[src/rtl/pipe_stage_pkg.sv]
// Shared types and constants for the generic pipeline stage register.
// The skid buffer is enabled by defining PIPE_STAGE_SKID_EN.
package pipe_stage_pkg;

   localparam int PIPE_CTRL_W = 10;
   localparam int PIPE_DATA_W = 133;

   // Bit positions inside the control field, MSB first.
   localparam int CTRL_WREG_BIT   = 9;
   localparam int CTRL_M2REG_BIT  = 8;
   localparam int CTRL_WMEM_BIT   = 7;
   localparam int CTRL_ALUIMM_BIT = 6;
   localparam int CTRL_SHIFT_BIT  = 5;
   localparam int CTRL_JAL_BIT    = 4;
   localparam int CTRL_ALUC_MSB   = 3;
   localparam int CTRL_ALUC_LSB   = 0;

   typedef enum logic [1:0] {
      ST_EMPTY = 2'd0,
      ST_ONE   = 2'd1,
      ST_TWO   = 2'd2
   } stage_state_t;

endpackage

[src/rtl/pipe_stage_slot.sv]
// One storage slot of the pipeline stage: valid + ctrl + data.
// Kill has priority over load and clears valid and ctrl while holding data.
module pipe_stage_slot
   import pipe_stage_pkg::*;
#(
   parameter int CTRL_W = PIPE_CTRL_W,
   parameter int DATA_W = PIPE_DATA_W
) (
   input  logic              clock,
   input  logic              reset,
   input  logic              load,
   input  logic              kill,
   input  logic [CTRL_W-1:0] load_ctrl,
   input  logic [DATA_W-1:0] load_data,
   output logic              valid,
   output logic [CTRL_W-1:0] ctrl,
   output logic [DATA_W-1:0] data
);

   logic              valid_r;
   logic [CTRL_W-1:0] ctrl_r;
   logic [DATA_W-1:0] data_r;

   // Slot register: kill zeroes valid/ctrl, load captures a new beat.
   always_ff @(posedge clock or posedge reset) begin
      if (reset) begin
         valid_r <= 1'b0;
         ctrl_r  <= {CTRL_W{1'b0}};
         data_r  <= {DATA_W{1'b0}};
      end else if (kill) begin
         valid_r <= 1'b0;
         ctrl_r  <= {CTRL_W{1'b0}};
      end else if (load) begin
         valid_r <= 1'b1;
         ctrl_r  <= load_ctrl;
         data_r  <= load_data;
      end
   end

   assign valid = valid_r;
   assign ctrl  = ctrl_r;
   assign data  = data_r;

endmodule

[src/rtl/pipe_stage_reg.sv]
// Generic pipeline stage register with valid/ready handshake and flush.
// Define PIPE_STAGE_SKID_EN to add a skid slot so in_ready is registered.
module pipe_stage_reg
   import pipe_stage_pkg::*;
#(
   parameter int CTRL_W = PIPE_CTRL_W,
   parameter int DATA_W = PIPE_DATA_W
) (
   input  logic              clock,
   input  logic              reset,
   input  logic              flush,
   input  logic              in_valid,
   output logic              in_ready,
   input  logic [CTRL_W-1:0] in_ctrl,
   input  logic [DATA_W-1:0] in_data,
   output logic              out_valid,
   input  logic              out_ready,
   output logic [CTRL_W-1:0] out_ctrl,
   output logic [DATA_W-1:0] out_data
);

   stage_state_t      state_r;
   stage_state_t      state_nxt_s;
   logic              in_fire_s;
   logic              out_fire_s;
   logic              main_load_s;
   logic              main_kill_s;
   logic [CTRL_W-1:0] main_ctrl_in_s;
   logic [DATA_W-1:0] main_data_in_s;

`ifdef PIPE_STAGE_SKID_EN
   logic              skid_load_s;
   logic              skid_kill_s;
   logic              skid_valid_s;
   logic [CTRL_W-1:0] skid_ctrl_s;
   logic [DATA_W-1:0] skid_data_s;

   assign in_ready       = (state_r != ST_TWO) && !flush;
   // An occupied skid slot always refills the main slot before new input does.
   assign main_ctrl_in_s = skid_valid_s ? skid_ctrl_s : in_ctrl;
   assign main_data_in_s = skid_valid_s ? skid_data_s : in_data;

   pipe_stage_slot #(.CTRL_W(CTRL_W), .DATA_W(DATA_W)) u_skid (
      .clock     (clock),
      .reset     (reset),
      .load      (skid_load_s),
      .kill      (skid_kill_s),
      .load_ctrl (in_ctrl),
      .load_data (in_data),
      .valid     (skid_valid_s),
      .ctrl      (skid_ctrl_s),
      .data      (skid_data_s)
   );
`else
   assign in_ready       = (!out_valid || out_ready) && !flush;
   assign main_ctrl_in_s = in_ctrl;
   assign main_data_in_s = in_data;
`endif

   assign in_fire_s  = in_valid && in_ready;
   assign out_fire_s = out_valid && out_ready;

   // Occupancy state register.
   always_ff @(posedge clock or posedge reset) begin
      if (reset) begin
         state_r <= ST_EMPTY;
      end else begin
         state_r <= state_nxt_s;
      end
   end

   // Next-state and slot control decode.
   always_comb begin
      state_nxt_s = state_r;
      main_load_s = 1'b0;
      main_kill_s = 1'b0;
`ifdef PIPE_STAGE_SKID_EN
      skid_load_s = 1'b0;
      skid_kill_s = 1'b0;
`endif
      if (flush) begin
         state_nxt_s = ST_EMPTY;
         main_kill_s = 1'b1;
`ifdef PIPE_STAGE_SKID_EN
         skid_kill_s = 1'b1;
`endif
      end else begin
         case (state_r)
            ST_EMPTY: begin
               if (in_fire_s) begin
                  state_nxt_s = ST_ONE;
                  main_load_s = 1'b1;
               end else begin
                  state_nxt_s = ST_EMPTY;
               end
            end
            ST_ONE: begin
               if (in_fire_s && out_fire_s) begin
                  main_load_s = 1'b1;
               end else if (in_fire_s) begin
`ifdef PIPE_STAGE_SKID_EN
                  state_nxt_s = ST_TWO;
                  skid_load_s = 1'b1;
`else
                  state_nxt_s = ST_ONE;
`endif
               end else if (out_fire_s) begin
                  state_nxt_s = ST_EMPTY;
                  main_kill_s = 1'b1;
               end else begin
                  state_nxt_s = ST_ONE;
               end
            end
            ST_TWO: begin
`ifdef PIPE_STAGE_SKID_EN
               if (out_fire_s) begin
                  state_nxt_s = ST_ONE;
                  main_load_s = 1'b1;
                  skid_kill_s = 1'b1;
               end else begin
                  state_nxt_s = ST_TWO;
               end
`else
               state_nxt_s = ST_EMPTY;
               main_kill_s = 1'b1;
`endif
            end
            default: begin
               state_nxt_s = ST_EMPTY;
               main_kill_s = 1'b1;
`ifdef PIPE_STAGE_SKID_EN
               skid_kill_s = 1'b1;
`endif
            end
         endcase
      end
   end

   pipe_stage_slot #(.CTRL_W(CTRL_W), .DATA_W(DATA_W)) u_main (
      .clock     (clock),
      .reset     (reset),
      .load      (main_load_s),
      .kill      (main_kill_s),
      .load_ctrl (main_ctrl_in_s),
      .load_data (main_data_in_s),
      .valid     (out_valid),
      .ctrl      (out_ctrl),
      .data      (out_data)
   );

endmodule
[config.mk]
export PLATFORM = sky130hd
export DESIGN_NAME = pipe_stage_reg
export DESIGN_NICKNAME = d
export VERILOG_FILES = /design/src/rtl/pipe_stage_pkg.sv /design/src/rtl/pipe_stage_slot.sv /design/src/rtl/pipe_stage_reg.sv
export SDC_FILE = /design/constraint.sdc
export NUM_CORES = 1
export LEC_CHECK = 0
export BUFFER_PORTS_ARGS = -buffer_cell sky130_fd_sc_hd__buf_2
export CAP_MARGIN = 20
export CORE_MARGIN = 2
export CORE_UTILIZATION = 45
export CTS_BUF_LIST = sky130_fd_sc_hd__clkbuf_8
export CTS_CLUSTER_SIZE = 25
export DETAILED_ROUTE_END_ITERATION = 8
export PLACE_DENSITY = 0.9
export SETUP_SLACK_MARGIN = 0.2
export SLEW_MARGIN = 10
export SYNTH_ARGS = -nofsm -noshare
export SYNTH_HDL_FRONTEND = slang
export SYNTH_SLANG_ARGS = --single-unit
export TNS_END_PERCENT = 50
[constraint.sdc]
create_clock -name clock -period 6.7 [get_ports clock]
set_input_delay 1.34 -clock clock [delete_from_list [all_inputs] [get_ports clock]]
set_output_delay 1.34 -clock clock [all_outputs]
set_load 0.05 [all_outputs]
After elaboration in Yosys (flattened, before gate mapping) --
Index checks and enable logic that the tools add are counted.
Cells by class: eq/ne operators 2, multiplexer cells 19, bitwise gates (word level) 1, reductions and logical operators 10
Operators by type and width (number):
- $mux W10 | 2
- $mux W1 | 12
- $logic_and A1 B1 Y1 | 4
- $mux W2 | 2
- $pmux W1 S2 | 2
- $pmux W2 S2 | 1
- $ne A3 B3 Y1 const B | 1
- $eq A2 B1 Y1 const B | 1
- $logic_not A1 Y1 | 2
- $logic_not A2 Y1 | 1
- $reduce_and A2 Y1 | 1
- $reduce_bool A2 Y1 | 1
- $logic_or A1 B1 Y1 | 1
- $not A1 Y1 | 1
Word-level totals: flip-flop bits (word level) 146, output and inout port bits 145

Longest topological paths before layout --
Gate-level depths: netlist of run 1.
depth in word-level cells 10, gate-level depth with buffers 6, mapped depth without buffers 3

Modules after synthesis --
A second synthesis of run 1 with hierarchy kept.
Second synthesis, totals: cells, all modules 329, area total of the unflattened synthesis 5744.3 um^2
By module, submodules not included:
- pipe_stage_slot | instances 1, cells each 318, area an instance 5652.9 um^2, seq. area each 3603.5 um^2
- pipe_stage_reg | instances 1, cells each 11, area an instance 91.3 um^2, seq. area each 25.0 um^2

Worst setup path before layout of run 1 --
Ideal clock, no wire load.
kind input port to output port, start in out_ready, end out in_ready, arrival 2.026 ns, required time 5.360 ns, slack 3.334 ns, cell stages on the path 2, path buffers 0, path through nor2b_1 -> nor2_1
Between the ends: word-level cells in the longest chain between the ends 2
Ends and longest elaborated chain:
- start: declaration | line pipe_stage_reg.sv:17 | input logic out_ready,
- $logic_or A1 B1 Y1 | line pipe_stage_reg.sv:55 | assign in_ready = (!out_valid || out_ready) && !flush;
- $logic_and A1 B1 Y1 | line pipe_stage_reg.sv:55
- end: declaration | line pipe_stage_reg.sv:13 | output logic in_ready,
Every way passes these cells.

Worst setup path after layout of run 1 --
Same ends and word-level chain as after synthesis.

==> flow_summary.json, run 1 <==
{
  "run_status": "finished, final reports clean",
  "tritoncts_clock_tree": "done",
  "cts.htree.levels": 4,
  "post-route-drc-count": 0,
  "clkPwrFrac": 0.264,
  "rsz0062_at_grt": "no",
  "crit_required_ns": 5.36,
  "vdd.ir_drop.worst_uv": 254,
  "antenna_diode_count": 0,
  "report.final.slew_viol_count": 0,
  "initial_standard_cell_utilization_of_the_core": 0.457,
  "drt-initial-drc-count": 172,
  "cts_resized": 0,
  "fmax_mhz": 305,
  "synth-edff-count": 0,
  "max_cap_viol_count": 0,
  "min_path_type": "flop to flop",
  "asyncSetResetFlopFracSynth": 1.00,
  "synth_seq_area_share": 0.669,
  "post_drt_wl_per_cell_um": 16.1,
  "synthDominantAreaCellType": "dfrtp_1",
  "sinks_on_clock_net": 145,
  "synth_commonest_cells": "145 x dfrtp_1, 74 x mux2_2, 60 x mux2_1",
  "final-instance-count-excl-fill": 776,
  "fp-row-count": 40,
  "n_fill_cell": 877,
  "syn_area_per_cell_um2": 17.0,
  "finalSetupTns_ns": 0,
  "synth_cells": 319,
  "timing.slew.headroom": 0.391,
  "power_leakage_nw": 3.74,
  "drt_pass1_iterations": 4,
  "die_outline_area_mm2": 0.0129,
  "final_layout_size_suffix_gt1_frac": 0.638,
  "die_width_um": 114,
  "worst_hold_slack_ns": 0.482,
  "io_buffers": 292,
  "net_count_synth": 467,
  "first_global_vias": 4006,
  "die-height_um": 114,
  "num-nets-final": 765,
  "initial_antenna_violation_count": 0,
  "minimum_period_implied_by_the_final_worst_setup_slack_ns": 3.28,
  "critical_path_arrival_ns": 1.94,
  "yosysUniqueCellTypes": 14,
  "cp-end-kind": "output port",
  "cts_root_buffer": "clkbuf_8",
  "critPathMaxFanout": 4,
  "inserted_clock_buffers": 17,
  "hold_buffers": 0,
  "route.final.wire_length_mm": 12.5,
  "dp.final_hpwl_mm": 9.24,
  "placedInstanceArea_mm2": 0.00698,
  "swShare": 0.404,
  "yosys_register_bits": 145,
  "power_mw": 3.10,
  "timing.final.hold_violations": 0,
  "worst_setup_hold_path_clk_slew_ns": 0.08,
  "place_congestion": 0.749,
  "min_period_over_period": 0.490,
  "overflow": 0,
  "drt-vias-per-instance": 4.87,
  "fp.coreArea_mm2": 0.0119,
  "synth_area_mm2": 0.00542,
  "total_switching_power_mw": 1.25,
  "power_frac_comb": 0.367,
  "yosys_warnings": 0,
  "timing_worst_setup_path_type": "primary input to output port",
  "synth_largest_type_area_fraction": 0.669,
  "max_clock_buf_depth": 2,
  "detailroute.via_count": 3781,
  "fin_worst_skew_ns": 0.00562,
  "grt_pass1_wl_mm": 19.2,
  "grt_start_max_net_pins": 77,
  "io_pins": 293,
  "finalInstanceArea_mm2": 0.00746,
  "postCtsSetupRepairBufs": 0,
  "clkLatencyLatePin_ns": 0.43,
  "max_slew.worst_pin.slew_ns": 0.913,
  "pwr_density_cell_mw_per_mm2": 416,
  "setup_slack_ns": 3.42,
  "utilization": 0.629,
  "yosys_most_used_dff": "dfrtp_1",
  "overall_fraction_of_global_route_tracks_in_use": 0.194,
  "synth_top_cells_by_area": "dfrtp_1 67%, mux2_2 15%, mux2_1 12%, a22o_1 1.6%, buf_6 1.5%",
  "power_frac_seq": 0.370,
  "dp.cells": 745,
  "finalSetupViolCount": 0,
  "cell_internal_pwr_mw": 1.85,
  "drt.antenna.violating_nets": 0,
  "areaGrowthSynthToFinish_pct": 37.6,
  "most_frequently_used_cell_type_in_the_post_synthesis_netlist": "dfrtp_1",
  "critical_path.startpoint_type": "primary input",
  "detailedPlace.worstSlack_ns": 3.43
}
## final timing paths
path / startpoint / endpoint / slack [ns] / depth (start not counted)
worst min-delay path: u_main.data[102]$_DFFE_PP0P_ / u_main.data[102]$_DFFE_PP0P_ / 0.48 / 1
worst min register to register: u_main.data[102]$_DFFE_PP0P_ / u_main.data[102]$_DFFE_PP0P_ / 0.48 / 1
worst max register to register: u_main.valid$_DFFE_PP0P_ / u_main.data[24]$_DFFE_PP0P_ / 4.38 / 4
worst max-delay path: out_ready / in_ready / 3.42 / 4
min in group asynchronous: reset / u_main.data[119]$_DFFE_PP0P_ / 0.99 / 2
max in group asynchronous: reset / u_main.data[91]$_DFFE_PP0P_ / 4.36 / 3
## critical path: stages
cell     delay [ns]
buf_2          0.12
nor2b_1        0.21
nor2_1         0.06
buf_2          0.21
## cell families (layout without fill, tap and decap cells)
family | after synthesis | count (layout) | synth area share
buf+inv | 17 | 327 | 0.0235
mux | 134 | 134 | 0.278
flops | 145 | 145 | 0.669
simple gates | 10 | 10 | 0.00970
compound gates | 13 | 13 | 0.0189
## cell usage in the layout, fill, tap and decap left out, drive strengths merged
master | synthesis | final
nor3 | 2 | 2
buf | 16 | 295
dfrtp | 145 | 145
a21oi | 3 | 3
mux2 | 134 | 134
nor2b | 2 | 2
nand2b | 1 | 1
clkinvlp | 0 | 2
clkbuf | 0 | 20
clkinv | 0 | 2
nor4b | 1 | 1
a22o | 10 | 10
bufinv | 0 | 6
inv | 1 | 2
nor2 | 2 | 2
nand2 | 2 | 2
## final cells by class
type	instances	area [µm²]	area share
sequential	145	3630	0.486
multi-input combinational	157	1670	0.224
timing repair buffer	295	1480	0.199
clock buffer	20	275	0.0369
clock inverter	11	209	0.0280
tap	147	184	0.0247
inverter	1	8.76	0.00117
## flip-flops by register name, summed over array words and instances, names as in the netlist
| name | cells |
|---|---|
| state_r | 1 |
| u_main.ctrl | 10 |
| u_main.data | 133 |
| u_main.valid | 1 |
## metal layers
| metal | global-route usage | wire (µm) | part of all wire |
|---|---|---|---|
| met4 | 0.0967 | 329 | 0.026 |
| met1 | 0.215 | 4660 | 0.37 |
| met5 | 0 | 0 | 0 |
| met3 | 0.0691 | 1010 | 0.081 |
| met2 | 0.331 | 6500 | 0.52 |
## power groups by stage
| stage | logic, mW | registers (mW) | clock network, mW |
|---|---|---|---|
| after global placement | 1.13 | 1.15 | 0 |
| after global routing | 1.18 | 1.17 | 0.872 |
| after CTS | 1.15 | 1.15 | 0.834 |
| after floorplan | 0.196 | 1.82 | 0 |
| final | 1.14 | 1.15 | 0.818 |
| after detailed placement | 1.15 | 1.16 | 0 |
No activity file was read; power rests on OpenSTA's default activity.
==> run 2, diff against run 1 <==
--- a/config.mk
+++ b/config.mk
@@ -8,11 +8,11 @@
 export BUFFER_PORTS_ARGS = -buffer_cell sky130_fd_sc_hd__buf_2
 export CAP_MARGIN = 20
 export CORE_MARGIN = 2
-export CORE_UTILIZATION = 45
+export CORE_UTILIZATION = 42
 export CTS_BUF_LIST = sky130_fd_sc_hd__clkbuf_8
 export CTS_CLUSTER_SIZE = 25
 export DETAILED_ROUTE_END_ITERATION = 8
-export PLACE_DENSITY = 0.9
+export PLACE_DENSITY = 0.89
 export SETUP_SLACK_MARGIN = 0.2
 export SLEW_MARGIN = 10
 export SYNTH_ARGS = -nofsm -noshare
==> constraint.sdc (replaced) <==
create_clock -name clock -period 2.99 [get_ports clock]
set_input_delay 0.598 -clock clock [delete_from_list [all_inputs] [get_ports clock]]
set_output_delay 0.598 -clock clock [all_outputs]
set_load 0.05 [all_outputs]
==> run 2 against run 1 <==
Effect of this change: sequential share of layout area down 0.37 points; largest power group unchanged; highest routed layer unchanged; hold slack worse by 0.26 ns; critical path depth unchanged; sequential power up 120%; routed wire length up 0.86%; clock power up 110%; critical endpoint is now u_main.data[113]$_DFFE_PP0P_; clock skew up 0.0060 ns; via count down 0.74%.
==> flow_summary.json, run 2 (synthesis gave the netlist of run 1 again) <==
{
  "run_status": "finished, final reports clean",
  "finalInstanceArea_mm2": 0.00752,
  "timing.slew.headroom": 0.398,
  "cp-end-kind": "flop",
  "power_leakage_nw": 3.74,
  "tritoncts_clock_tree": "done",
  "detailedPlace.worstSlack_ns": 0.725,
  "finalSetupTns_ns": 0,
  "critical_path.startpoint_type": "flop",
  "initial_standard_cell_utilization_of_the_core": 0.430,
  "r2r_cells": 4,
  "drt-vias-per-instance": 4.67,
  "pwr_density_cell_mw_per_mm2": 911,
  "sinks_on_clock_net": 145,
  "utilization": 0.596,
  "final-instance-count-excl-fill": 803,
  "hold_buffers": 0,
  "critPathMaxFanout": 74,
  "critical_path_arrival_ns": 2.40,
  "io_buffers": 292,
  "final_layout_size_suffix_gt1_frac": 0.639,
  "areaGrowthSynthToFinish_pct": 38.7,
  "vdd.ir_drop.worst_uv": 536,
  "drt_pass1_iterations": 4,
  "placedInstanceArea_mm2": 0.00706,
  "rsz0062_at_grt": "no",
  "largest_register_ffs": 133,
  "min_path_type": "primary input to asynchronous set/reset pin",
  "io_pins": 293,
  "initial_antenna_violation_count": 0,
  "inserted_clock_buffers": 17,
  "worst_setup_hold_path_clk_slew_ns": 0.08,
  "max_slew.worst_pin.slew_ns": 0.903,
  "finalSetupViolCount": 0,
  "place_congestion": 0.774,
  "most_common_cell_after_layout_fill_and_taps_aside": "buf_2",
  "grt_start_max_net_pins": 75,
  "timing.reg2reg.setup_slack_ns": 0.90,
  "cts_resized": 0,
  "cts_root_buffer": "clkbuf_8",
  "first_global_vias": 4093,
  "dp.final_hpwl_mm": 9.44,
  "dp.cells": 771,
  "die-height_um": 118,
  "fp-row-count": 41,
  "reg2reg_to": "u_main.data[113]$_DFFE_PP0P_",
  "minimum_period_implied_by_the_final_worst_setup_slack_ns": 2.09,
  "crit_required_ns": 3.30,
  "swShare": 0.415,
  "max_clock_buf_depth": 2,
  "setup_slack_ns": 0.902,
  "drt.antenna.violating_nets": 0,
  "max_cap_viol_count": 0,
  "num-nets-final": 766,
  "die_outline_area_mm2": 0.0138,
  "overflow": 0,
  "post-route-drc-count": 0,
  "die_width_um": 118,
  "layout_common_cells": "292 x buf_2, 145 x dfrtp_1, 74 x mux2_2, 60 x mux2_1, 20 x clkbuf_8",
  "clkPwrFrac": 0.249,
  "min_period_over_period": 0.698,
  "cell_internal_pwr_mw": 4.00,
  "timing_worst_setup_path_type": "flop to flop",
  "power_frac_seq": 0.377,
  "overall_fraction_of_global_route_tracks_in_use": 0.186,
  "power_frac_comb": 0.374,
  "r2r-start": "u_main.valid$_DFFE_PP0P_",
  "report.final.slew_viol_count": 0,
  "grt_pass1_wl_mm": 20.4,
  "total_switching_power_mw": 2.84,
  "drt-initial-drc-count": 211,
  "post_drt_wl_per_cell_um": 15.7,
  "n_fill_cell": 997,
  "detailroute.via_count": 3753,
  "route.final.wire_length_mm": 12.6,
  "antenna_diode_count": 0,
  "timing.final.hold_violations": 0,
  "postCtsSetupRepairBufs": 0,
  "fp.coreArea_mm2": 0.0126,
  "cts.htree.levels": 4,
  "fin_worst_skew_ns": 0.0116,
  "clkLatencyLatePin_ns": 0.44,
  "fmax_mhz": 479
}
run 2: worst max path at each step:
stage,start,endpoint,slack [ns],cells past startpoint
after floorplan,reset,state_r[0]$_DFFE_PP0P_,0.57,1
after global placement,out_ready,u_main.data[107]$_DFFE_PP0P_,0.80,5
after detailed placement,out_ready,u_main.data[113]$_DFFE_PP0P_,0.72,5
after CTS,u_main.valid$_DFFE_PP0P_,u_main.data[113]$_DFFE_PP0P_,0.90,4
after global routing,u_main.valid$_DFFE_PP0P_,u_main.data[113]$_DFFE_PP0P_,0.79,4
final,u_main.valid$_DFFE_PP0P_,u_main.data[113]$_DFFE_PP0P_,0.90,4
run 2: power by group through the flow:
stage / combinational [mW] / sequential (mW) / clock [mW]
6_report: 2.56 / 2.58 / 1.71
4_1_cts: 2.58 / 2.58 / 1.76
3_5_place_dp: 2.58 / 2.61 / 0
5_1_grt: 2.65 / 2.63 / 1.85
2_1_floorplan: 0.440 / 4.07 / 0
3_3_place_gp: 2.53 / 2.58 / 0
run 2: routing by layer:
metal  global-route usage  wire length [µm]  up-vias
met3               0.0644              1010       22
met5                    0                 0        -
met4               0.0821               279        0
li1                     -                 -     1732
met1                0.215              4960     1800
met2                0.314              6360      199
run 2: layout make-up:
type                    count  area, µm²  share of cell area
clock buffers              20        275              0.0366
well taps                 172        215              0.0286
inverters                   1       7.51            0.000999
multi-input cells         157       1670               0.222
repair buffers            296       1540               0.205
flip-flops and latches    145       3630               0.483
clock inverters            12        179              0.0238
run 2: per-stage QoR:
stage                     hold WS, ns  total power, mW
after CTS                       0.187             6.92
after global placement          0.461             5.11
after floorplan                 0.584             4.51
after global routing            0.217             7.14
final                           0.220             6.85
after detailed placement        0.469             5.19
run 2: critical path, stage by stage (launching register included):
cell	delay, ns
dfrtp_1	0.44
nor2b_1	0.18
nor4b_2	0.52
buf_12	0.39
mux2_2	0.39
==> run 3, diff against run 2 <==
--- a/config.mk
+++ b/config.mk
@@ -5,14 +5,15 @@
 export SDC_FILE = /design/constraint.sdc
 export NUM_CORES = 1
 export LEC_CHECK = 0
+export ABC_AREA = 1
 export BUFFER_PORTS_ARGS = -buffer_cell sky130_fd_sc_hd__buf_2
 export CAP_MARGIN = 20
 export CORE_MARGIN = 2
-export CORE_UTILIZATION = 42
+export CORE_UTILIZATION = 45
 export CTS_BUF_LIST = sky130_fd_sc_hd__clkbuf_8
 export CTS_CLUSTER_SIZE = 25
 export DETAILED_ROUTE_END_ITERATION = 8
-export PLACE_DENSITY = 0.89
+export PLACE_DENSITY = 0.88
 export SETUP_SLACK_MARGIN = 0.2
 export SLEW_MARGIN = 10
 export SYNTH_ARGS = -nofsm -noshare
==> constraint.sdc (replaced) <==
create_clock -name clock -period 2.1 [get_ports clock]
set_input_delay 0.42 -clock clock [delete_from_list [all_inputs] [get_ports clock]]
set_output_delay 0.42 -clock clock [all_outputs]
set_load 0.05 [all_outputs]
==> run 3 against run 2 <==
Effect of this change: utilization up 1.3 points; critical endpoint is now in_ready; final cell count grew 37%; routed wire length rose by 38%; global-route usage grew 5.8 points.
==> flow_summary.json, run 3 <==
{
  "run_status": "finished, final reports clean",
  "detailroute.via_count": 5828,
  "die_width_um": 119,
  "post_drt_wl_per_cell_um": 15.8,
  "clkPwrFrac": 0.225,
  "yosys_register_bits": 145,
  "drt-initial-drc-count": 483,
  "clkLatencyLatePin_ns": 0.43,
  "areaGrowthSynthToFinish_pct": 33.6,
  "synth_largest_type_area_fraction": 0.606,
  "fp.coreArea_mm2": 0.0131,
  "initial_standard_cell_utilization_of_the_core": 0.456,
  "yosys_warnings": 0,
  "drt-vias-per-instance": 5.28,
  "most_frequently_used_cell_type_in_the_post_synthesis_netlist": "nand2_1",
  "timing_worst_setup_path_type": "flop to output port",
  "synth_top_cells_by_area": "dfrtp_1 61%, nand2_1 18%, nand4_1 15%, buf_2 2.6%, clkbuf_1 1.1%",
  "fmax_mhz": 554,
  "synth_seq_area_share": 0.606,
  "timing.final.hold_violations": 0,
  "synth_cells": 654,
  "io_buffers": 292,
  "min_path_type": "primary input to asynchronous set/reset pin",
  "die_outline_area_mm2": 0.0143,
  "cts_root_buffer": "clkbuf_8",
  "final-instance-count-excl-fill": 1104,
  "max_slew.worst_pin.slew_ns": 0.457,
  "cts.htree.levels": 4,
  "max_clock_buf_depth": 2,
  "place_congestion": 0.814,
  "asyncSetResetFlopFracSynth": 1.00,
  "post-route-drc-count": 0,
  "swShare": 0.444,
  "syn_area_per_cell_um2": 9.16,
  "synth_commonest_cells": "281 x nand2_1, 145 x dfrtp_1, 144 x nand4_1",
  "drt.antenna.violating_nets": 0,
  "vdd.ir_drop.worst_uv": 541,
  "fp-row-count": 42,
  "hold_buffers": 0,
  "pwr_density_cell_mw_per_mm2": 1150,
  "overall_fraction_of_global_route_tracks_in_use": 0.244,
  "report.final.slew_viol_count": 0,
  "main_combinational_cell_family_by_area_after_synthesis": "simple AND/OR/NAND/NOR gates",
  "yosys.area_share.simple": 0.339,
  "post_synth_xor_area_fraction": 0,
  "overflow": 0,
  "synth-edff-count": 0,
  "first_global_vias": 5522,
  "initial_antenna_violation_count": 0,
  "fin_worst_skew_ns": 0.00600,
  "final_layout_size_suffix_gt1_frac": 0.366,
  "worst_setup_hold_path_clk_slew_ns": 0.07,
  "dp.cells": 1074,
  "critPathMaxFanout": 6,
  "synth_compound_gate_area_share": 0.00167,
  "num-nets-final": 1065,
  "power_frac_seq": 0.395,
  "rsz0062_at_grt": "no",
  "critical_path_arrival_ns": 1.39,
  "power_frac_comb": 0.380,
  "die-height_um": 119,
  "synthAdderAreaFrac": 0,
  "timing.reg2reg.setup_slack_ns": 0.48,
  "placedInstanceArea_mm2": 0.00763,
  "min_period_over_period": 0.860,
  "route.final.wire_length_mm": 17.4,
  "inserted_clock_buffers": 17,
  "grt_start_max_net_pins": 92,
  "drt_pass1_iterations": 6,
  "synthDominantAreaCellType": "dfrtp_1",
  "cell_internal_pwr_mw": 5.10,
  "total_switching_power_mw": 4.07,
  "max_cap_viol_count": 0,
  "dp.final_hpwl_mm": 11.9,
  "most_common_cell_after_layout_fill_and_taps_aside": "buf_2",
  "net_count_synth": 802,
  "antenna_diode_count": 0,
  "tritoncts_clock_tree": "done",
  "largest_register_ffs": 133,
  "finalInstanceArea_mm2": 0.00800,
  "grt_pass1_wl_mm": 27.6,
  "yosysUniqueCellTypes": 13,
  "layout_common_cells": "290 x buf_2, 281 x nand2_1, 145 x dfrtp_1, 144 x nand4_1, 21 x clkbuf_8",
  "finalSetupViolCount": 0,
  "io_pins": 293,
  "crit_required_ns": 1.68,
  "n_fill_cell": 1079,
  "cp-end-kind": "output port",
  "yosys_most_used_dff": "dfrtp_1",
  "sinks_on_clock_net": 145,
  "yosys-mux-area-fraction": 0,
  "power_leakage_nw": 4.58,
  "minimum_period_implied_by_the_final_worst_setup_slack_ns": 1.81,
  "synth_area_mm2": 0.00599,
  "timing.slew.headroom": 0.694,
  "critical_path.startpoint_type": "flop"
}
-- run 3: cell types whose count changed in the layout (fill, tap and decap cells not counted), moves of 4 or more --
cell     delta
nand2_1   +279
nand4_1   +144
mux2_2     -74
mux2_1     -60
nand3_1    +12
a22o_1     -10
buf_4       +8
buf_12      +5
inv_1       +4
-- run 3: cell families (layout without fill, tap and decap cells) --
group	after synthesis	count (layout)
AND/OR/NAND/NOR	439	439
AO/OA/AOI/OAI	2	2
buffers and inverters	68	342
flip-flops	145	145
-- run 3: final cells by class --
cell class / instances / area [µm²] / area share
sequential: 145 / 3630 / 0.453
multi-input combinational: 441 / 2070 / 0.258
timing repair buffer: 307 / 1690 / 0.211
clock buffer: 21 / 289 / 0.0361
tap: 176 / 220 / 0.0275
clock inverter: 9 / 85.1 / 0.0106
inverter: 5 / 22.5 / 0.00281
-- run 3: worst paths after layout --
kind / start / cells after the start / endpoint
max in group asynchronous: reset / 3 / u_main.data[28]$_DFFE_PP0P_
worst min register to register: u_main.data[106]$_DFFE_PP0P_ / 2 / u_main.data[106]$_DFFE_PP0P_
worst max register to register: u_main.valid$_DFFE_PP0P_ / 6 / u_main.data[78]$_DFFE_PP0P_
worst min-delay path: reset / 3 / u_main.data[54]$_DFFE_PP0P_
min in group clock: flush / 2 / state_r[0]$_DFFE_PP0P_
worst max-delay path: u_main.valid$_DFFE_PP0P_ / 2 / in_ready
-- run 3: power by group through the flow --
stage	Sequential (mW)	Combinational, mW	Clock (mW)
3_5_place_dp	3.65	3.51	0
2_1_floorplan	5.49	0.689	0
3_3_place_gp	3.64	3.44	0
6_report	3.62	3.49	2.06
4_1_cts	3.61	3.50	2.11
5_1_grt	3.67	3.67	2.24
-- run 3: critical path, stage by stage, from the launching register on --
cell     delay, ns
dfrtp_1       0.47
a21oi_4       0.24
buf_4         0.24
-- run 3: per-layer routing --
layer,global-route usage,vias up,part of all wire
met1,0.305,2760,0.40
met2,0.407,303,0.50
met5,0,-,0
met4,0.0794,0,0.015
met3,0.0733,14,0.078
li1,-,2751,-
-- run 3: timing repair --
| action | CTS | global route |
|---|---|---|
| setup endpoints to repair | 1 | 1 |
| resized for setup | 1 | 0 |
| hold endpoints to repair | 0 | 0 |
| setup buffers | 0 | 0 |
| pin swaps | 0 | 1 |
-- run 3: per-stage QoR --
stage | utilization | hold WS (ns) | TNS, ns | setup WS, ns | power (mW)
after CTS | 0.609 | 0.110 | 0 | 0.222 | 9.23
after global routing | 0.609 | 0.121 | 0 | 0.212 | 9.59
after floorplan | - | 0.483 | -20.16 | -0.139 | 6.18
after global placement | 0.580 | 0.449 | 0 | 0.478 | 7.08
after detailed placement | 0.580 | 0.453 | 0 | 0.413 | 7.16
final | 0.609 | 0.113 | 0 | 0.294 | 9.17
